--- config.mk ---
export PLATFORM = sky130hd
export DESIGN_NAME = scalar_mul_ctrl
export DESIGN_NICKNAME = d
export VERILOG_FILES = /design/src/rtl/ecc_pkg.sv /design/src/rtl/scalar_mul_ctrl.sv
export SDC_FILE = /design/constraint.sdc
export NUM_CORES = 2
export LEC_CHECK = 0
export ABC_AREA = 0
export BUFFER_PORTS_ARGS = -buffer_cell sky130_fd_sc_hd__buf_2
export CAP_MARGIN = 15
export CELL_PAD_IN_SITES_DETAIL_PLACEMENT = 0
export CELL_PAD_IN_SITES_GLOBAL_PLACEMENT = 1
export CORE_AREA = 2 2 276 278
export CTS_CLUSTER_DIAMETER = 120
export DETAILED_ROUTE_END_ITERATION = 6
export DIE_AREA = 0 0 278 280
export GPL_TIMING_DRIVEN = 0
export PLACE_DENSITY = 0.74
export SLEW_MARGIN = 20
export SYNTH_ARGS = -nofsm -noshare
export SYNTH_HDL_FRONTEND = slang
export SYNTH_SLANG_ARGS = --single-unit
--- constraint.sdc ---
create_clock -name clk -period 5.1 [get_ports clk]
set_input_delay 0.255 -clock clk [delete_from_list [all_inputs] [get_ports clk]]
set_output_delay 0.255 -clock clk [all_outputs]
set_load 0.02 [all_outputs]
--- src/rtl/ecc_pkg.sv ---
// Shared ECC definitions used by the scalar-multiply sequencer and the point ALU.
// Holds point layout, ALU opcode encodings and the sequencer state encoding.
package ecc_pkg;

  localparam int unsigned K_W     = 64;
  localparam int unsigned COORD_W = 64;
  localparam int unsigned PT_W    = 2 * COORD_W + 1;
  localparam int unsigned CNT_W   = 6;

  localparam logic [1:0] ALU_OP_ADD    = 2'b00;
  localparam logic [1:0] ALU_OP_DOUBLE = 2'b01;

  localparam logic [PT_W-1:0] PT_INF = {1'b1, 128'b0};

  // Point layout: [128] infinity flag, [127:64] x, [63:0] y.
  typedef struct packed {
    logic               inf;
    logic [COORD_W-1:0] x;
    logic [COORD_W-1:0] y;
  } point_t;

  typedef enum logic [2:0] {
    S_IDLE,
    S_SCAN,
    S_DBL_REQ,
    S_DBL_WAIT,
    S_ADD_REQ,
    S_ADD_WAIT,
    S_FIN
  } state_t;

endpackage

--- src/rtl/scalar_mul_ctrl.sv ---
// Left-to-right double-and-add sequencer computing k*P through an external point ALU.
// One ALU operation is outstanding at a time; the accumulator lives here.
module scalar_mul_ctrl
  import ecc_pkg::*;
(
  input  logic            clk,
  input  logic            rst_n,
  input  logic            start,
  input  logic [K_W-1:0]  k,
  input  logic [PT_W-1:0] base_pt,
  output logic            busy,
  output logic            done,
  output logic [PT_W-1:0] result,
  output logic            alu_en,
  output logic [PT_W-1:0] alu_P,
  output logic [PT_W-1:0] alu_Q,
  output logic [1:0]      alu_op,
  input  logic [PT_W-1:0] alu_R,
  input  logic            alu_done
);

  state_t            state;
  state_t            state_d;
  logic [K_W-1:0]    k_r;
  logic [K_W-1:0]    k_d;
  point_t            base_r;
  point_t            base_d;
  point_t            acc;
  point_t            acc_d;
  logic [CNT_W-1:0]  idx;
  logic [CNT_W-1:0]  idx_d;

  logic              busy_d;
  logic              done_d;
  logic [PT_W-1:0]   result_d;
  logic              alu_en_d;
  logic [PT_W-1:0]   alu_p_d;
  logic [PT_W-1:0]   alu_q_d;
  logic [1:0]        alu_op_d;

  logic              cur_bit;
  logic              idx_zero;

  assign cur_bit  = k_r[idx];
  assign idx_zero = (idx == '0);

  // State register
  always_ff @(posedge clk or negedge rst_n) begin
    if (!rst_n) begin
      state <= S_IDLE;
    end else begin
      state <= state_d;
    end
  end

  // Next state and accumulator/index update
  always_comb begin
    state_d = state;
    k_d     = k_r;
    base_d  = base_r;
    acc_d   = acc;
    idx_d   = idx;
    case (state)
      S_IDLE: begin
        if (start) begin
          k_d     = k;
          base_d  = point_t'(base_pt);
          idx_d   = CNT_W'(K_W - 1);
          state_d = S_SCAN;
        end
      end
      S_SCAN: begin
        if (base_r.inf) begin
          acc_d   = point_t'(PT_INF);
          state_d = S_FIN;
        end else if (cur_bit) begin
          acc_d = base_r;
          if (idx_zero) begin
            state_d = S_FIN;
          end else begin
            idx_d   = idx - CNT_W'(1);
            state_d = S_DBL_REQ;
          end
        end else if (idx_zero) begin
          acc_d   = point_t'(PT_INF);
          state_d = S_FIN;
        end else begin
          idx_d = idx - CNT_W'(1);
        end
      end
      S_DBL_REQ: begin
        state_d = S_DBL_WAIT;
      end
      S_DBL_WAIT: begin
        if (alu_done) begin
          acc_d = point_t'(alu_R);
          if (cur_bit) begin
            state_d = S_ADD_REQ;
          end else if (idx_zero) begin
            state_d = S_FIN;
          end else begin
            idx_d   = idx - CNT_W'(1);
            state_d = S_DBL_REQ;
          end
        end
      end
      S_ADD_REQ: begin
        // O + P = P, so an infinite accumulator skips the ALU call
        if (acc.inf) begin
          acc_d = base_r;
          if (idx_zero) begin
            state_d = S_FIN;
          end else begin
            idx_d   = idx - CNT_W'(1);
            state_d = S_DBL_REQ;
          end
        end else begin
          state_d = S_ADD_WAIT;
        end
      end
      S_ADD_WAIT: begin
        if (alu_done) begin
          acc_d = point_t'(alu_R);
          if (idx_zero) begin
            state_d = S_FIN;
          end else begin
            idx_d   = idx - CNT_W'(1);
            state_d = S_DBL_REQ;
          end
        end
      end
      S_FIN: begin
        state_d = S_IDLE;
      end
      default: begin
        state_d = S_IDLE;
      end
    endcase
  end

  // Next values of the registered outputs
  always_comb begin
    busy_d   = busy;
    done_d   = 1'b0;
    result_d = result;
    alu_en_d = 1'b0;
    alu_p_d  = alu_P;
    alu_q_d  = alu_Q;
    alu_op_d = alu_op;
    case (state)
      S_IDLE: begin
        if (state_d == S_SCAN) begin
          busy_d = 1'b1;
        end
      end
      S_DBL_REQ: begin
        alu_en_d = 1'b1;
        alu_p_d  = acc;
        alu_q_d  = acc;
        alu_op_d = ALU_OP_DOUBLE;
      end
      S_ADD_REQ: begin
        // Adding a point to itself is undefined for the add formula; double it instead
        if (!acc.inf) begin
          alu_en_d = 1'b1;
          alu_p_d  = acc;
          alu_q_d  = base_r;
          alu_op_d = (acc == base_r) ? ALU_OP_DOUBLE : ALU_OP_ADD;
        end
      end
      default: begin
      end
    endcase
    // done/busy/result are presented during the FIN cycle itself
    if ((state_d == S_FIN) && (state != S_FIN)) begin
      done_d   = 1'b1;
      busy_d   = 1'b0;
      result_d = acc_d;
    end
  end

  // Datapath and output registers
  always_ff @(posedge clk or negedge rst_n) begin
    if (!rst_n) begin
      k_r    <= '0;
      base_r <= point_t'(PT_INF);
      acc    <= point_t'(PT_INF);
      idx    <= '0;
      busy   <= 1'b0;
      done   <= 1'b0;
      result <= PT_INF;
      alu_en <= 1'b0;
      alu_P  <= PT_INF;
      alu_Q  <= PT_INF;
      alu_op <= ALU_OP_ADD;
    end else begin
      k_r    <= k_d;
      base_r <= base_d;
      acc    <= acc_d;
      idx    <= idx_d;
      busy   <= busy_d;
      done   <= done_d;
      result <= result_d;
      alu_en <= alu_en_d;
      alu_P  <= alu_p_d;
      alu_Q  <= alu_q_d;
      alu_op <= alu_op_d;
    end
  end

endmodule

==> reports/metrics.cfg <==
[outcome]
outcome=completed

[routing]
drt_iter0_drc=2057
wl_um=135000
viasPerCell=5.77
firstDrtPassIters=5
drc_errors=0
antenna_left=0
wire_per_inst_um=29.8
num_vias=26202

[synth]
synth_common_cells=dfrtp_1, mux2_2, a21oi_1
yosysSeqAreaShare_pct=58.2
synth_top_area_share_pct=57.7
ys_types=61
synth_edf_count=0
synth.most_common_cell=dfrtp_1
synth-warning-count=0
syn_avg_cell_area_um2=13.1
yosys.area.top_type=dfrtp_1
synth_seq_cells=722
synthFlopType=dfrtp_1
netlist_area_mm2=0.0311
netlist_top_cells_area=dfrtp_1, mux2_2, a21oi_1
synthCells=2377
async_reset_ff_share_pct=100
syn_nets=2705

[sta]
max_slew_margin_pct=22.9
layout_setup_ws_ns=0.215
fin_setup_tns_ns=0
setup_viol=0
finalCritPeriodShare_pct=95.8
finalMaxSlewViolations=0
fmaxAchievable_mhz=205
rsz0062_at_grt=false
period_minus_slack_ns=4.88
skew_ns=0.0202
tightest_slew_ns=1.16
hold_viol=0

[die]
io_pins=718
rows=101
initial_core_util_pct=41.3
coreArea_mm2=0.0752
die_w_um=278
fp.dieH_um=280
die_area_mm2=0.0778

[clock_network]
clk_latency_ns=0.64
clockBufferDepth=3
numCtsBuffers=81
htree_levels=3
tritoncts=yes
cts_hold_buf=308
numClockSinks=722
cts_root_buffer=clkbuf_16
clkSlewWorstSetupHoldPaths_ns=0.06
post-cts-setup-buffers=0
ctsResizeCount=0

[global_route]
gr-total-overflow=0
grt_usage_pct=34.1
grt_pass1_vias=27255
grt_max_degree=105
antenna_found_initial=14
grt_pass1_wl_um=193000

[layout]
fill_cells=6306
finalNetCount=3819
syn2layout_area_growth_pct=34.8
final_cells=4538
design_area_mm2=0.0419
drive_gt1_share_pct=38.2
fin_util_pct=55.7

[placed_design]
io_buffers=716
post_dp_cell_area_mm2=0.0361
place_ws_ns=0.304
gp_congestion=0.933
hpwl_um=101000
dpl.cell_count=4078

[setup_path]
crit_arrival_ns=5.36
worstPathRequired_ns=5.57
cp_max_fo=10
reg2reg_depth=10
rrSetupSlack_ns=0.22
end_kind=register
critical_path_class=register to register
cp-start-kind=register

[power]
p_per_area_mw_per_mm2=742
p_seq_share_pct=35.6
p_switching_mw=13.6
pwr-share-clk_pct=19.3
vdd_drop_max_mv=0.337
sw_frac_of_total_pct=43.9
p_leak_nw=19.7
combPwrFrac_pct=45.2
p_int_mw=17.4

[min_path]
hold_path_class=input port to register
hold_depth=3

[job]
max_cap_violations=0

-- per-layer routing --
metal / GRT usage [%] / up-vias / share of wire (%)
li1: - / 11062 / -
met1: 42.9 / 13487 / 40
met2: 56.2 / 1317 / 47
met3: 8.62 / 324 / 8.2
met4: 14.5 / 12 / 4.7
met5: 0 / - / 0.058
-- per-stage QoR --
stage / total power, mW / hold WS [ns]
6_report: 31.1 / 0.0227
5_1_grt: 32.3 / 0.0157
4_1_cts: 30.9 / 0.000428
3_5_place_dp: 24.7 / 0.204
3_3_place_gp: 24.3 / 0.468
2_1_floorplan: 18.6 / -0.0406
-- kinds of logic (layout without fill, tap and decap cells) --
family | after synthesis | count (layout) | share of synthesized area (%)
flip-flops | 722 | 722 | 58.2
AO/OA/AOI/OAI | 638 | 638 | 13.6
multiplexers | 449 | 449 | 17.8
AND/OR/NAND/NOR | 263 | 263 | 4.86
buffers and inverters | 236 | 1410 | 3.54
XOR/XNOR | 66 | 66 | 1.86
adder cells (fa/ha/maj) | 2 | 2 | 0.0805
other | 1 | 10 | 0.0121
-- power by group through the flow --
stage               Clock, mW  Combinational, mW  Sequential (mW)
global route             6.26               14.8             11.3
CTS                      6.03               13.9             11.0
finish                   5.98               14.0             11.0
detailed placement          0               13.7             11.0
floorplan                   0               6.78             11.8
global placement            0               13.4             10.9
-- sequential cells by signal, summed over array words and instances, names as in the netlist --
signal,flops
done,1
state,3
alu_op,1
alu_en,1
base_r,129
result,129
k_r,64
alu_Q,129
alu_P,129
busy,1
idx,6
acc,129
-- critical path: stages, from the launching register on --
cell      delay [ns]
dfrtp_1         0.33
clkbuf_1        0.33
nand2b_1        0.09
clkbuf_1        0.22
or2_2           0.32
a21oi_1         0.13
clkbuf_1        0.73
clkbuf_1        0.92
clkbuf_1        0.86
clkbuf_1        0.65
a21oi_1         0.15
-- worst paths after layout --
check,startpoint,end
worst max-delay path,state[2],alu_Q[67]
worst min-delay path,alu_R[120],acc[120]
worst max register to register,state[2],alu_Q[67]
worst min register to register,result[39],result[39]
max in group asynchronous,rst_n,alu_P[128]
min in group asynchronous,rst_n,alu_P[80]
-- area by class of cell --
type / count / area (µm²) / area share (%)
diodes: 9 / 22.5 / 0.0538
plain buffers: 169 / 852 / 2.03
clock buffers: 116 / 2390 / 5.71
clock inverters: 27 / 297 / 0.708
inverters: 67 / 251 / 0.600
multi-input cells: 1419 / 11900 / 28.4
flip-flops and latches: 722 / 18100 / 43.2
well taps: 978 / 1220 / 2.92
repair buffers: 1031 / 6870 / 16.4
-- cells in the final DEF, fill, tap and decap left out, drive strengths merged, types with 16 or more instances in the layout --
master / count
mux4: 16
xnor2: 37
o22ai: 151
dfrtp: 717
o21ai: 30
xor2: 29
clkbuf: 220
inv: 70
a21oi: 269
nor4: 18
mux2: 430
dlygate4sd3: 308
buf: 788
and2: 128
clkinv: 18
a221o: 130
nand2: 41
No activity file was read; power rests on OpenSTA's default activity.
